==> config.mk <==
export PLATFORM = sky130hd
export DESIGN_NAME = ultrasonic_scan_ctrl
export DESIGN_NICKNAME = d
export VERILOG_FILES = /design/src/rtl/ultrasonic_scan_ctrl.sv
export SDC_FILE = /design/constraint.sdc
export NUM_CORES = 1
export LEC_CHECK = 0
export ABC_AREA = 1
export BUFFER_PORTS_ARGS = -buffer_cell sky130_fd_sc_hd__buf_2
export CORE_MARGIN = 4
export CORE_UTILIZATION = 50
export DETAILED_ROUTE_END_ITERATION = 6
export HOLD_SLACK_MARGIN = 0.08
export PLACE_DENSITY = 0.7
export SYNTH_ARGS = -nofsm -noshare
export SYNTH_HDL_FRONTEND = slang
export SYNTH_SLANG_ARGS = --single-unit
export TNS_END_PERCENT = 10
==> constraint.sdc <==
create_clock -name clk -period 1.6 [get_ports clk]
set_input_delay 0.24 -clock clk [delete_from_list [all_inputs] [get_ports clk]]
set_output_delay 0.24 -clock clk [all_outputs]
set_load 0.005 [all_outputs]
==> src/rtl/ultrasonic_scan_ctrl.sv <==
// Round-robin sequencer for HC-SR04-style ultrasonic rangers.
// Fires one ranger at a time and times its echo directly in centimetres.
// Echoes that never rise, or that run past the range limit, are reported as timeouts.
// A guard interval after every measurement keeps echoes from different rangers apart.
module ultrasonic_scan_ctrl #(
    parameter int NUM_SENSORS      = 4,
    parameter int TRIG_CYCLES      = 500,
    parameter int CYCLES_PER_CM    = 2900,
    parameter int MAX_CM           = 400,
    parameter int ECHO_WAIT_CYCLES = 50000,
    parameter int GUARD_CYCLES     = 3000000
) (
    input  logic                   clk,
    input  logic                   rst_n,
    input  logic                   enable,
    input  logic [NUM_SENSORS-1:0] echo,
    output logic [NUM_SENSORS-1:0] trigger,
    output logic                   dist_valid,
    output logic [3:0]             dist_sensor,
    output logic [15:0]            distance,
    output logic                   dist_timeout,
    output logic                   busy
);

    // Counter widths; a parameter of 1 still needs a 1-bit counter.
    localparam int IW = (NUM_SENSORS > 1)      ? $clog2(NUM_SENSORS)      : 1;
    localparam int TW = (TRIG_CYCLES > 1)      ? $clog2(TRIG_CYCLES)      : 1;
    localparam int PW = (CYCLES_PER_CM > 1)    ? $clog2(CYCLES_PER_CM)    : 1;
    localparam int WW = (ECHO_WAIT_CYCLES > 1) ? $clog2(ECHO_WAIT_CYCLES) : 1;
    localparam int GW = (GUARD_CYCLES > 1)     ? $clog2(GUARD_CYCLES)     : 1;

    localparam logic [IW-1:0] LAST_IDX   = IW'(NUM_SENSORS - 1);
    localparam logic [TW-1:0] TRIG_LAST  = TW'(TRIG_CYCLES - 1);
    localparam logic [PW-1:0] PRE_LAST   = PW'(CYCLES_PER_CM - 1);
    localparam logic [WW-1:0] WAIT_LAST  = WW'(ECHO_WAIT_CYCLES - 1);
    localparam logic [GW-1:0] GUARD_LAST = GW'(GUARD_CYCLES - 1);
    localparam logic [15:0]   CM_LIMIT   = 16'(MAX_CM);

    typedef enum logic [2:0] {
        S_IDLE,
        S_TRIG,
        S_WAIT_RISE,
        S_MEASURE,
        S_GUARD
    } state_t;

    state_t                 state_q, state_d;
    logic [IW-1:0]          idx_q, idx_d;
    logic [TW-1:0]          trig_cnt_q, trig_cnt_d;
    logic [WW-1:0]          wait_cnt_q, wait_cnt_d;
    logic [PW-1:0]          prescale_q, prescale_d;
    logic [15:0]            cm_q, cm_d;
    logic [GW-1:0]          guard_cnt_q, guard_cnt_d;
    logic [NUM_SENSORS-1:0] sync1_q, sync1_d;
    logic [NUM_SENSORS-1:0] sync2_q, sync2_d;
    logic                   es_prev_q, es_prev_d;
    logic [NUM_SENSORS-1:0] trigger_q, trigger_d;
    logic                   dist_valid_q, dist_valid_d;
    logic [3:0]             dist_sensor_q, dist_sensor_d;
    logic [15:0]            distance_q, distance_d;
    logic                   dist_timeout_q, dist_timeout_d;

    logic es;
    logic emit;
    logic emit_to;

    // Synchronized echo of the currently selected ranger.
    assign es = sync2_q[idx_q];

    assign trigger      = trigger_q;
    assign dist_valid   = dist_valid_q;
    assign dist_sensor  = dist_sensor_q;
    assign distance     = distance_q;
    assign dist_timeout = dist_timeout_q;
    assign busy         = (state_q != S_IDLE);

    // Next-state, counter and result logic; outputs are registered from the next state.
    always_comb begin
        state_d        = state_q;
        idx_d          = idx_q;
        trig_cnt_d     = trig_cnt_q;
        wait_cnt_d     = wait_cnt_q;
        prescale_d     = prescale_q;
        cm_d           = cm_q;
        guard_cnt_d    = guard_cnt_q;
        sync1_d        = echo;
        sync2_d        = sync1_q;
        es_prev_d      = es;
        dist_valid_d   = 1'b0;
        dist_sensor_d  = dist_sensor_q;
        distance_d     = distance_q;
        dist_timeout_d = dist_timeout_q;
        emit           = 1'b0;
        emit_to        = 1'b0;

        case (state_q)
            S_IDLE: begin
                if (enable) begin
                    state_d    = S_TRIG;
                    trig_cnt_d = '0;
                end
            end
            S_TRIG: begin
                if (trig_cnt_q == TRIG_LAST) begin
                    state_d    = S_WAIT_RISE;
                    wait_cnt_d = '0;
                end else begin
                    trig_cnt_d = trig_cnt_q + TW'(1);
                end
            end
            S_WAIT_RISE: begin
                // An echo already high on entry is not a rise: es_prev tracked it during TRIG.
                if (es && !es_prev_q) begin
                    state_d    = S_MEASURE;
                    cm_d       = '0;
                    prescale_d = '0;
                end else if (wait_cnt_q == WAIT_LAST) begin
                    emit    = 1'b1;
                    emit_to = 1'b1;
                end else begin
                    wait_cnt_d = wait_cnt_q + WW'(1);
                end
            end
            S_MEASURE: begin
                if (!es) begin
                    emit = 1'b1;
                end else if (prescale_q == PRE_LAST) begin
                    prescale_d = '0;
                    // The wrap that would make cm exceed the limit ends the measurement.
                    if (cm_q == CM_LIMIT) begin
                        emit    = 1'b1;
                        emit_to = 1'b1;
                    end else begin
                        cm_d = cm_q + 16'd1;
                    end
                end else begin
                    prescale_d = prescale_q + PW'(1);
                end
            end
            S_GUARD: begin
                if (guard_cnt_q == GUARD_LAST) begin
                    idx_d      = (idx_q == LAST_IDX) ? '0 : idx_q + IW'(1);
                    state_d    = enable ? S_TRIG : S_IDLE;
                    trig_cnt_d = '0;
                end else begin
                    guard_cnt_d = guard_cnt_q + GW'(1);
                end
            end
            default: state_d = S_IDLE;
        endcase

        if (emit) begin
            dist_valid_d   = 1'b1;
            dist_sensor_d  = 4'(idx_q);
            distance_d     = emit_to ? 16'hFFFF : cm_q;
            dist_timeout_d = emit_to;
            state_d        = S_GUARD;
            guard_cnt_d    = '0;
        end

        trigger_d = '0;
        if (state_d == S_TRIG) begin
            trigger_d[idx_d] = 1'b1;
        end
    end

    // State and output registers with synchronous active-low reset.
    always_ff @(posedge clk) begin
        if (!rst_n) begin
            state_q        <= S_IDLE;
            idx_q          <= '0;
            trig_cnt_q     <= '0;
            wait_cnt_q     <= '0;
            prescale_q     <= '0;
            cm_q           <= '0;
            guard_cnt_q    <= '0;
            sync1_q        <= '0;
            sync2_q        <= '0;
            es_prev_q      <= 1'b0;
            trigger_q      <= '0;
            dist_valid_q   <= 1'b0;
            dist_sensor_q  <= '0;
            distance_q     <= '0;
            dist_timeout_q <= 1'b0;
        end else begin
            state_q        <= state_d;
            idx_q          <= idx_d;
            trig_cnt_q     <= trig_cnt_d;
            wait_cnt_q     <= wait_cnt_d;
            prescale_q     <= prescale_d;
            cm_q           <= cm_d;
            guard_cnt_q    <= guard_cnt_d;
            sync1_q        <= sync1_d;
            sync2_q        <= sync2_d;
            es_prev_q      <= es_prev_d;
            trigger_q      <= trigger_d;
            dist_valid_q   <= dist_valid_d;
            dist_sensor_q  <= dist_sensor_d;
            distance_q     <= distance_d;
            dist_timeout_q <= dist_timeout_d;
        end
    end

endmodule

* After elaboration in Yosys (flattened, before gate mapping)
Index checks and enable logic that the tools add are counted. Widths: inputs -> output; s select.
Word-level totals: logic and storage cells 103, register bits 113, input port bits 7, output and inout port bits 27
Cells by class: order comparisons 3, add/subtract/negate cells 6, equality and inequality tests 21, reduce and logical (&&, ||, !) cells 15, bitwise operators 2, mux-type cells 41
Operator list (count):
- $mux 16 | 8
- $pmux 16 s2 | 2
- $mux 12 | 3
- $add 16x1->16 const B | 2
- $mux 9 | 3
- $pmux 9 s3 | 1
- $pmux 12 s2 | 1
- $add 22x1->22 const B | 1
- $eq 22x22->1 const B | 1
- $ne 2x2->1 const B | 10
- $eq 16x16->1 const B | 1
- $eq 16x9->1 const B | 1
- $mux 3 | 5
- $pmux 3 s5 | 1
- $add 12x1->12 const B | 1
- $eq 12x12->1 const B | 1
- $mux 1 | 10
- $add 9x1->9 const B | 1
- $eq 9x9->1 const B | 1
- $reduce_and 4->1 | 2
- $eq 3x1->1 const B | 2
- $eq 3x2->1 const B | 2
- $lt 2x3->1 const B | 2
- $mux 2 | 3
- 17 further kinds | 23

* Longest topological paths before layout
Gate-level depths: netlist (run 1).
depth after elaboration 8, mapped depth 13, mapped depth without buffers 12

* Worst setup path before layout (run 1)
Ideal clock, no wire load.
path type reg-to-reg, from reg wait_cnt_q[0], to reg distance_q[2] (netlist: distance[2]), library setup time 0.123 ns, arrival 1.523 ns, buffers on the path 1, setup slack -0.046 ns, data required time 1.477 ns, clock period less this slack 1.646 ns, stages on the path, launching flop included 12, path through dfxtp_1 > ha_1 > nand2_2 > nor2_4 > nand3_2 > nor2_1 > nand3_2 > nand3_2 > inv_2 > buf_2 > nand2_1 > o21ai_0
On the way: longest elaborated chain between the ends 5, elaborated cells between the ends (all ways) 6, classes of those cells eq/ne: 1; mux: 5
Ends and longest elaborated chain:
- start, declared | line 50 | logic [WW-1:0] wait_cnt_q, wait_cnt_d;
- start signal, assigned | line 189 | wait_cnt_q <= wait_cnt_d;
- $eq 16x16->1 (*) | line 117 | end else if (wait_cnt_q == WAIT_LAST) begin
- $mux 1 (*) | line 117
- $mux 1 (*) | line 113 | if (es && !es_prev_q) begin
- $pmux 1 s2 | line 96 | case (state_q)
- $mux 16 | line 155 | distance_d = emit_to ? 16'hFFFF : cm_q;
- end signal, assigned | line 199 | distance_q <= distance_d;
- end, declared | line 60 | logic [15:0] distance_q, distance_d;
Mark *: on every way between the ends. The rest lies on a longest branch, timed or not. A chain may end at the register's enable or synchronous reset.

* Final worst setup path (run 1)
from reg cm_q[0], to reg state_q[1]
On the way: longest elaborated chain between the ends 6
Ends and longest elaborated chain:
- start, declared | line 52 | logic [15:0] cm_q, cm_d;
- start signal, assigned | line 191 | cm_q <= cm_d;
- $eq 16x9->1 | line 130 | if (cm_q == CM_LIMIT) begin
- $mux 1 | line 130
- $mux 1 | line 127 | end else if (prescale_q == PRE_LAST) begin
- $mux 1 | line 125 | if (!es) begin
- $pmux 1 s2 | line 96
- $mux 3 | line 152 | if (emit) begin
- end signal, assigned | line 186 | state_q <= state_d;
- end, declared | line 47 | state_t state_q, state_d;
No other way between the ends.

==> reports/results.tsv, run 1 <==
stage	metric	value	unit
yosys	Post-synth EDFFs	0	
job	number of max-cap violations	0	
worst_setup_path	crit path buf inv count	3	
worst_setup_path	CP max stage delay	0.33	ns
clock_tree	CTS max path bufs	2	
worst_setup_path	CP top delay family	simple AND/OR/NAND/NOR gates	
sta	final clock skew	0.00732	ns
global_routing	M2 GR Usage	0.405	
yosys	post-synth top area cell	dfxtp_1	
power	Leak	3.36	nW
yosys	Mean Syn Cell Area	6.67	um^2
run_status	failing checks	setup timing	
floorplanning	Die Y	117	um
placed_design	Cells after DPL	1157	
placed_design	port bufs	31	
floorplanning	die area	0.0136	mm^2
finish	area grow syn2layout	38.4	%
finish	share of cells above drive strength 1	0.290	
worst_setup_path	critical-path cell list	inv_2 -> ha_4 -> nand3_2 -> nor2_2 -> nand2_1 -> o21bai_1 -> nand2_2 -> nand3_4 -> buf_12 -> buf_8 -> a211oi_2	
sta	Max Fclk	597	MHz
yosys	Syn Inst Count	884	
placed_design	Cell Area, Placed	0.00708	mm^2
clock_tree	clock sink count	113	
yosys	post-synthesis register bit count	113	
clock_tree	CTS tree	yes	
finish	Layout Nets	1064	
worst_setup_path	Req. time, crit path	1.91	ns
drt	Post-DRT Antenna Nets	0	
finish	antenna diode count	0	
yosys	post-synthesis cell type count	37	
floorplanning	row cnt	39	
global_routing	largest net degree at the start of global routing	28	
global_routing	GR Util met3	0.0565	
yosys	Synth Flop Type	dfxtp_1	
worst_setup_path	crit path kind	reg -> reg	
drt	Starting DRT DRC Count	475	
drt	via/cell ratio	5.05	
placed_design	Place WS	-0.172	ns
global_routing	vias in the first global route	5713	
sta	Final TNS setup	-1.06	ns
worst_setup_path	Startpoint Class	flip-flop	
worst_setup_path	slowest CP cell	dfxtp_2	
worst_setup_path	Worst setup EP type	flip-flop	
run_status	status	finished with violations	
global_routing	GRT Max-Usage Layer	met2	
sta	Setup violations, final	34	
drt	WL per Instance	13.2	um
drt	# DRC	0	
clock_tree	Root Driver	clkbuf_16	
global_routing	GR Layer Usage met1	0.292	
sta	final hold violation count	0	
yosys	ys async rst share	0	
clock_tree	CTS H-tree lvls	4	
yosys	Cell Area, Synth	0.00589	mm^2
sta	unrepaired setup endpoints after global routing	yes	
sta	final worst-path cycle share	1.05	
power	overall power	0.00659	W
sta	fin crit period	1.68	ns
floorplanning	Die X	117	um
global_routing	initial antenna violation count	0	
finish	non-filler cells, final	1205	
global_routing	grt total ovfl	0	
drt	DR vias	6087	
clock_tree	CTS buffer count	17	
sta	worst setup margin	-0.0759	ns
worst_setup_path	Arr. time, crit path	1.98	ns
yosys	largest cells by area after synthesis	dfxtp_1 38%, nand2_1 15%, nor2_1 9.2%	
clock_tree	Skew-Pair Late Insertion Delay	0.42	ns
yosys	Yosys Warn Count	0	
power	VDD IR-drop max	872	uV
finish	design area	0.00815	mm^2
sta	max-slew violation count	0	
finish	final-layout fill cell count	915	
clock_tree	clk slew on worst S/H paths	0.05	ns
placed_design	RePlAce Congestion	0.910	
floorplanning	Core ar.	0.0115	mm^2
floorplanning	# IOs	34	
power	PwrDens	809	mW/mm^2
yosys	Synth top area share	0.384	
placed_design	post-detail-place hpwl	10300	um
drt	DR pass1 iterations	5	
drt	final WL	15900	um
hold_path	Tightest Hold Check Type	in -> reg	
worst_setup_path	worst-path fanout max	6	
global_routing	GRT Total Usage	0.238	
yosys	sequential share of the synthesized area	0.384	
global_routing	first-pass GRT wire length	25900	um
floorplanning	initial core utilization	0.514	
## layout by cell type, fill, tap and decap left out, types with 7 or more instances in the layout
cell type    n
dfxtp_2     15
clkbuf_16   17
nor2_1     126
nand4_1     16
nor3_1      22
a21oi_1     58
nand3_2     10
nor2_4       7
inv_2       13
nand2_4     10
inv_1       73
nor2_2      19
o21ai_1     13
dfxtp_1     96
buf_2       31
nand2_1    237
xor2_1      32
buf_4      124
nand3_1     37
o21ai_0     14
nand2_2      7
## synthesized netlist by cell type, types with 2 or more instances
master      n
a211oi_1    2
a21oi_1    60
buf_2       9
buf_4       6
buf_6       3
clkbuf_1    8
dfxtp_1   113
ha_1        7
inv_1      81
inv_2       8
nand2_1   242
nand2_2    10
nand3_1    46
nand3_2     4
nand4_1    16
nor2_1    145
nor2_2      4
nor2_4      3
nor3_1     27
nor3b_1     8
nor4_1      2
o21ai_0    20
o21ai_1     7
o21ai_2     4
o21bai_1    3
xnor2_1     4
xor2_1     32
## cells by family after synthesis
group | after synthesis | synth area share
other | 1 | 0.000636
AOI/OAI and AO/OA | 99 | 0.0896
xor gates and xnor gates | 36 | 0.0535
buffers and inverters | 117 | 0.0843
adders and majority gates | 7 | 0.0149
DFF | 113 | 0.384
and+or+nand+nor | 511 | 0.373
## metal layers
metal  share of wire  up-vias
li1                -     3141
met1            0.44     2762
met2            0.49      150
met3           0.046       34
met4           0.023        0
met5               0        -
## cell type report
type	count	area [um^2]	share of cell area
Clock buffer	21	470	0.0577
Tap cell	143	179	0.0219
Sequential cell	113	2290	0.281
Timing Repair Buffer	171	1330	0.163
Inverter	91	358	0.0439
Multi-Input combinational cell	656	3450	0.423
Clock inverter	10	86.3	0.0106
## tightest hold or removal path, cell delays in order
cell     delay (ns)
buf_2          0.10
a21oi_1        0.10
nor2_4         0.13
## flip-flops by register name, summed over array words and instances (netlist names), 2 cells and up
name and count:
state_q 3, prescale_q 12, dist_sensor 2, sync1_q 4
trig_cnt_q 9, sync2_q 4, distance 16, wait_cnt_q 16
trigger 4, cm_q 16, idx_q 2, guard_cnt_q 22
## stage by stage
stage / utilization / hold WS (ns)
floorplan: - / 0.338
detailed placement: 0.618 / 0.395
finish: 0.711 / 0.192
global placement: 0.618 / 0.397
CTS: 0.690 / 0.136
global route: 0.711 / 0.189
## repair_timing
item                                    in CTS  in global routing
cloned                                       2                  0
pin swaps                                    9                 18
hold buffers                                 4                  0
endpoints found under the setup margin      92                102
buffers inserted                             6                  5
gates resized for setup                     42                 71
hold endpoints to repair                     4                  0
## report_power, final
group	switching (W)	leakage (nW)	internal (W)
clock	0.00132	0.270	0.00223
sequential	0.00000674	0.922	0.00283
combinational	0.000128	2.17	0.0000780
total	0.00146	3.36	0.00514
## worst paths after layout
path | from | to | slack [ns] | cells after the start
min reg2reg | sync1_q[2]$_SDFF_PN0_ | sync2_q[2]$_SDFF_PN0_ | 0.41 | 2
min | enable | state_q[0]$_SDFF_PN0_ | 0.19 | 3
max reg2reg | cm_q[0]$_SDFFE_PN0P_ | state_q[1]$_SDFF_PN0_ | -0.08 | 11
max | cm_q[0]$_SDFFE_PN0P_ | state_q[1]$_SDFF_PN0_ | -0.08 | 11
(Power assumes the default switching activity.)
==> run 2: changes to the inputs <==
--- a/config.mk
+++ b/config.mk
@@ -9,9 +9,11 @@
 export BUFFER_PORTS_ARGS = -buffer_cell sky130_fd_sc_hd__buf_2
 export CORE_MARGIN = 4
 export CORE_UTILIZATION = 50
+export CTS_CLUSTER_DIAMETER = 30
 export DETAILED_ROUTE_END_ITERATION = 6
 export HOLD_SLACK_MARGIN = 0.08
 export PLACE_DENSITY = 0.7
+export RECOVER_POWER = 100
 export SYNTH_ARGS = -nofsm -noshare
 export SYNTH_HDL_FRONTEND = slang
 export SYNTH_SLANG_ARGS = --single-unit
==> run 2 against run 1 <==
The flow still finishes with violations (setup timing). Clock power barely moved. Utilization is 0.16 points lower. Sequential power is essentially flat. Final area decreased by 0.23%. Maximum frequency about the same. Sequential cell count stayed put. Cell count stayed put. Clock skew is essentially flat. Highest routed layer unchanged.
==> reports/results.tsv, run 2 (synthesis results as in run 1) <==
stage	metric	value	unit	change
run_status	status	finished with violations		unchanged
run_status	failing checks	setup timing		unchanged
drt	final WL	15900	um	about the same
clock_tree	Skew-Pair Late Insertion Delay	0.42	ns	about the same
finish	area grow syn2layout	38.1	%	was 38.4%
worst_setup_path	worst reg2reg startpoint	cm_q[0]$_SDFFE_PN0P_		unchanged
global_routing	first-pass GRT wire length	25900	um	unchanged
power	P_int	0.00514	W	about the same
power	overall power	0.00659	W	about the same
worst_setup_path	Req. time, crit path	1.91	ns	about the same
power	Comb power frac	0.031		about the same
hold_path	Hold Crit Endpoint	state_q[0]$_SDFF_PN0_		unchanged
global_routing	GRT Total Usage	0.238		unchanged
drt	Starting DRT DRC Count	473		was 475
worst_setup_path	crit path kind	reg -> reg		unchanged
job	number of max-cap violations	0		unchanged
clock_tree	CTS max path bufs	2		unchanged
power	Leak	3.29	nW	was 3.36 nW
finish	most common cell after layout, fill and taps aside	nand2_1		unchanged
drt	# DRC	0		unchanged
global_routing	vias in the first global route	5713		unchanged
sta	final clock skew	0.00738	ns	was 0.00732 ns
drt	Post-DRT Antenna Nets	0		unchanged
worst_setup_path	critical-path cell list	inv_2 -> ha_4 -> nand3_2 -> nor2_2 -> nand2_1 -> o21bai_1 -> nand2_2 -> nand3_4 -> buf_12 -> buf_8 -> a211oi_2		unchanged
drt	DR vias	6063		was 6087
floorplanning	initial core utilization	0.514		unchanged
finish	non-filler cells, final	1205		unchanged
global_routing	initial antenna violation count	0		unchanged
finish	share of cells above drive strength 1	0.276		was 0.290
drt	via/cell ratio	5.03		was 5.05
sta	final hold violation count	0		unchanged
hold_path	Tightest Hold Check Type	in -> reg		unchanged
drt	DR pass1 iterations	5		unchanged
finish	design area	0.00813	mm^2	was 0.00815 mm^2
worst_setup_path	setup slack, reg-to-reg	-0.08	ns	about the same
clock_tree	CTS H-tree lvls	4		unchanged
floorplanning	Die Y	117	um	unchanged
clock_tree	CTS tree	yes		unchanged
worst_setup_path	CP max stage delay	0.33	ns	about the same
power	Net Sw Frac	0.221		about the same
finish	max FFs per register	22		unchanged
placed_design	Cell Area, Placed	0.00708	mm^2	unchanged
clock_tree	CTS buffer count	17		unchanged
sta	max-slew violation count	0		unchanged
sta	unrepaired setup endpoints after global routing	yes		unchanged
floorplanning	row cnt	39		unchanged
global_routing	largest net degree at the start of global routing	28		unchanged
placed_design	Cells after DPL	1157		unchanged
clock_tree	Root Driver	clkbuf_16		unchanged
floorplanning	# IOs	34		unchanged
placed_design	port bufs	31		unchanged
power	Sequential Power Share	0.430		about the same
power	power share of the clock group	0.539		about the same
floorplanning	die area	0.0136	mm^2	unchanged
worst_setup_path	Startpoint Class	flip-flop		unchanged
hold_path	Hold Crit Depth	3		unchanged
worst_setup_path	reg-to-reg endpoint	state_q[1]$_SDFF_PN0_		unchanged
worst_setup_path	path depth of the worst reg2reg path	11		unchanged
global_routing	grt total ovfl	0		unchanged
placed_design	post-detail-place hpwl	10300	um	unchanged
hold_path	hold_sp	enable		unchanged
sta	fin crit period	1.68	ns	about the same
power	PwrDens	811	mW/mm^2	was 809 mW/mm^2
placed_design	RePlAce Congestion	0.910		unchanged
sta	worst setup margin	-0.0763	ns	was -0.0759 ns
worst_setup_path	Worst setup EP type	flip-flop		unchanged
clock_tree	clk slew on worst S/H paths	0.05	ns	about the same
drt	WL per Instance	13.2	um	about the same
finish	most frequent cells in the layout	237 x nand2_1, 126 x nor2_1, 124 x buf_4, 96 x dfxtp_1, 73 x inv_1		unchanged
sta	Setup violations, final	31		was 34
floorplanning	Core ar.	0.0115	mm^2	unchanged
sta	final worst-path cycle share	1.05		about the same
power	VDD IR-drop max	873	uV	was 872 uV
sta	hold slack	0.191	ns	was 0.192 ns
worst_setup_path	worst-path fanout max	6		unchanged
sta	Max Fclk	597	MHz	about the same
power	reported net switching power	0.00146	W	about the same
finish	antenna diode count	0		unchanged
floorplanning	Die X	117	um	unchanged
finish	Largest Register	guard_cnt_q		unchanged
worst_setup_path	slowest CP cell	dfxtp_2		unchanged
worst_setup_path	Arr. time, crit path	1.98	ns	about the same
clock_tree	clock sink count	113		unchanged
finish	Layout Nets	1064		unchanged
[run 2: what timing repair did]
action | in CTS | in global routing
hold buffers | 4 | 0
cloned | 2 | 0
hold endpoints to repair | 4 | 0
resized for setup | 42 | 71
endpoints found under the setup margin | 92 | 102
pin swaps | 9 | 18
buffers inserted | 6 | 5
[run 2: critical path, delay by kind of cell (launching register included)]
kind                     cells  cell delay (ns)
AO/OA/AOI/OAI                2             0.19
buffers and inverters        3             0.33
adder cells (fa/ha/maj)      1             0.12
flip-flops                   1             0.33
AND/OR/NAND/NOR              5             0.57
[run 2: final cells by class]
class | count | area, um^2
Fill cell | 927 | 3330
Timing Repair Buffer | 171 | 1310
Multi-Input combinational cell | 656 | 3450
Tap cell | 143 | 179
Inverter | 91 | 358
Clock inverter | 10 | 86.3
Sequential cell | 113 | 2290
Clock buffer | 21 | 470
[run 2: stage by stage]
step | utilization | TNS (ns) | setup slack, ns
finish | 0.709 | -0.999 | -0.0763
global route | 0.709 | -6.65 | -0.187
CTS | 0.690 | -1.09 | -0.0618
detailed placement | 0.618 | -5.49 | -0.172
global placement | 0.618 | -2.62 | -0.119
floorplan | - | 0 | 0.00136
[run 2: power by group through the flow]
stage	clock, W	combinational, W	sequential, W
after floorplan	0	0.0000997	0.00290
after global placement	0	0.000171	0.00290
after detailed placement	0	0.000173	0.00290
after CTS	0.00358	0.000198	0.00284
after global routing	0.00375	0.000226	0.00284
final	0.00355	0.000206	0.00284
[run 2: layer usage]
layer	vias to the layer above	wire, um	track usage
li1	3143	-	-
met1	2747	7030	0.292
met2	141	7810	0.405
met3	32	704	0.0565
met4	0	343	0.0948
met5	-	0	0
[run 2: worst max path at each step]
stage	cells after the start	slack, ns	startpoint	end
after floorplan	11	0.001	guard_cnt_q[0]$_SDFFE_PP0P_	guard_cnt_q[13]$_SDFFE_PP0P_
after global placement	11	-0.12	cm_q[0]$_SDFFE_PN0P_	guard_cnt_q[5]$_SDFFE_PP0P_
after detailed placement	11	-0.17	cm_q[0]$_SDFFE_PN0P_	guard_cnt_q[5]$_SDFFE_PP0P_
after CTS	12	-0.06	wait_cnt_q[1]$_SDFFE_PN0P_	trigger[0]$_SDFF_PN0_
after global routing	12	-0.19	idx_q[0]$_SDFF_PN0_	state_q[1]$_SDFF_PN0_
final	11	-0.08	cm_q[0]$_SDFFE_PN0P_	state_q[1]$_SDFF_PN0_
==> run 3: changes to the inputs <==
--- a/config.mk
+++ b/config.mk
@@ -12,7 +12,7 @@
 export CTS_CLUSTER_DIAMETER = 30
 export DETAILED_ROUTE_END_ITERATION = 6
 export HOLD_SLACK_MARGIN = 0.08
-export PLACE_DENSITY = 0.7
+export PLACE_DENSITY = 0.67
 export RECOVER_POWER = 100
 export SYNTH_ARGS = -nofsm -noshare
 export SYNTH_HDL_FRONTEND = slang
==> constraint.sdc (replaced) <==
create_clock -name clk -period 1.7 [get_ports clk]
set_input_delay 0.255 -clock clk [delete_from_list [all_inputs] [get_ports clk]]
set_output_delay 0.255 -clock clk [all_outputs]
set_load 0.005 [all_outputs]
==> run 3 against run 2 <==
Critical path type unchanged. The run now ends clean. Largest cell class unchanged. Count of clock-buffer cells in the layout decreased by 2. First-iteration DRC count is 6.8% higher. Critical endpoint is now guard_cnt_q[6]$_SDFFE_PP0P_. Critical path depth is 1 lower. Combinational power up 5%.
==> reports/results.tsv, run 3 (synthesis results as in run 1) <==
stage	metric	value	unit	change
finish	area grow syn2layout	35.6	%	was 38.1%
clock_tree	Skew-Pair Late Insertion Delay	0.42	ns	about the same
global_routing	initial antenna violation count	0		unchanged
sta	Max Fclk	592	MHz	was 597 MHz
floorplanning	Die X	117	um	unchanged
clock_tree	CTS buffer count	17		unchanged
drt	Starting DRT DRC Count	505		was 473
clock_tree	CTS max path bufs	2		unchanged
finish	Final Util	0.697		was 0.709
drt	Post-DRT Antenna Nets	0		unchanged
global_routing	first-pass GRT wire length	25800	um	was 25900 um
finish	most frequent cells in the layout	229 x nand2_1, 127 x nor2_1, 97 x dfxtp_1, 87 x buf_4, 72 x inv_1		was 237 x nand2_1, 126 x nor2_1, 124 x buf_4, 96 x dfxtp_1, 73 x inv_1
sta	max-slew violation count	0		unchanged
sta	fin crit period	1.69	ns	was 1.68 ns
finish	most common cell after layout, fill and taps aside	nand2_1		unchanged
sta	Setup violations, final	0		was 31
floorplanning	Die Y	117	um	unchanged
job	number of max-cap violations	0		unchanged
worst_setup_path	worst-path fanout max	6		unchanged
placed_design	Place WS	-0.132	ns	was -0.172 ns
sta	unrepaired setup endpoints after global routing	yes		unchanged
sta	final clock skew	0.00760	ns	was 0.00738 ns
drt	final WL	16400	um	was 15900 um
clock_tree	CTS H-tree lvls	4		unchanged
run_status	status	completed		was finished with violations
sta	Slew @ Worst Pin	0.545	ns	
drt	# DRC	0		unchanged
placed_design	post-detail-place hpwl	10900	um	was 10300 um
power	PwrDens	798	mW/mm^2	was 811 mW/mm^2
drt	WL met3	1050	um	was 704 um
finish	Largest Register	guard_cnt_q		unchanged
drt	Top Layer Used	met4		unchanged
finish	final-layout fill cell count	919		was 927
drt	M1 wire length	7000	um	was 7030 um
sta	worst setup margin	0.0118	ns	was -0.0763 ns
global_routing	grt total ovfl	0		unchanged
worst_setup_path	Req. time, crit path	2.03	ns	was 1.91 ns
worst_setup_path	Arr. time, crit path	2.02	ns	was 1.98 ns
finish	antenna diode count	0		unchanged
global_routing	largest net degree at the start of global routing	32		was 28
clock_tree	Root Driver	clkbuf_16		unchanged
finish	design area	0.00799	mm^2	was 0.00813 mm^2
drt	WL per Instance	14.0	um	was 13.2 um
floorplanning	# IOs	34		unchanged
placed_design	RePlAce Congestion	0.926		was 0.910
finish	sequential cell area	0.00228	mm^2	was 0.00229 mm^2
global_routing	vias in the first global route	5734		was 5713
drt	DR pass1 iterations	7		was 5
worst_setup_path	Worst setup EP type	flip-flop		unchanged
global_routing	GRT Total Usage	0.236		was 0.238
floorplanning	initial core utilization	0.514		unchanged
finish	Layout Nets	1031		was 1064
floorplanning	Core ar.	0.0115	mm^2	unchanged
sta	final hold violation count	0		unchanged
clock_tree	clk slew on worst S/H paths	0.06	ns	was 0.05 ns
floorplanning	row cnt	39		unchanged
drt	via/cell ratio	5.25		was 5.03
clock_tree	CTS tree	yes		unchanged
power	overall power	0.00638	W	was 0.00659 W
finish	max FFs per register	22		unchanged
power	Leak	3.12	nW	was 3.29 nW
hold_path	Tightest Hold Check Type	in -> reg		unchanged
worst_setup_path	Startpoint Class	flip-flop		unchanged
placed_design	Cell Area, Placed	0.00677	mm^2	was 0.00708 mm^2
sta	relative slew slack	0.637		
placed_design	port bufs	31		unchanged
finish	footprint of the multi-input gates	0.00352	mm^2	was 0.00345 mm^2
placed_design	Cells after DPL	1122		was 1157
sta	final worst-path cycle share	0.993		was 1.05
drt	DR vias	6163		was 6063
clock_tree	clock sink count	113		unchanged
finish	non-filler cells, final	1173		was 1205
worst_setup_path	crit path kind	reg -> reg		unchanged
power	VDD IR-drop max	772	uV	was 873 uV
finish	share of cells above drive strength 1	0.264		was 0.276
drt	WL met2	7980	um	was 7810 um
floorplanning	die area	0.0136	mm^2	unchanged
run 3: worst max-delay path: stages, from the launching register on:
cell	delay, ns
dfxtp_4	0.36
inv_2	0.08
nand2_1	0.07
nand3_2	0.08
nand2_2	0.08
o21bai_4	0.19
nand2_4	0.11
nand3_4	0.14
buf_6	0.18
buf_8	0.12
nor3b_1	0.19
run 3: through the flow:
step	hold slack, ns	TNS [ns]
global placement	0.410	-0.0957
floorplan	0.353	0
CTS	0.165	-0.104
global route	0.166	-1.73
finish	0.171	0
detailed placement	0.410	-1.79
run 3: final cells by class:
cell class / count / area share
multi-input cells: 656 / 0.440
well taps: 143 / 0.0224
clock inverters: 13 / 0.0172
flip-flops and latches: 113 / 0.286
repair inverters: 2 / 0.00313
inverters: 91 / 0.0462
clock buffers: 19 / 0.0567
repair buffers: 136 / 0.128
run 3: repair_timing:
item,4_1_cts,5_1_grt
endpoints found under the setup margin,46,99
hold endpoints to repair,4,0
resized for setup,15,131
pin swaps,3,19
setup buffers,0,10
hold buffers,4,0
gates cloned,1,4
run 3: routing by layer:
metal  global-route usage  vias up
met4               0.0963        0
met5                    0        -
met2                0.398      201
li1                     -     3076
met1                0.295     2857
met3               0.0492       29
run 3: report_power, final:
group | internal, W | switching (W)
Clock | 0.00222 | 0.00127
Combinational | 0.0000815 | 0.000135
Sequential | 0.00266 | 0.00000771
Total | 0.00497 | 0.00141
run 3: path summary, 6_finish.rpt:
check | end | slack [ns] | startpoint | cells past startpoint
setup / recovery | guard_cnt_q[6]$_SDFFE_PP0P_ | 0.01 | idx_q[0]$_SDFF_PN0_ | 10
hold / removal | state_q[0]$_SDFF_PN0_ | 0.17 | enable | 3
setup reg to reg | guard_cnt_q[6]$_SDFFE_PP0P_ | 0.01 | idx_q[0]$_SDFF_PN0_ | 10
hold reg to reg | sync2_q[0]$_SDFF_PN0_ | 0.42 | sync1_q[0]$_SDFF_PN0_ | 2
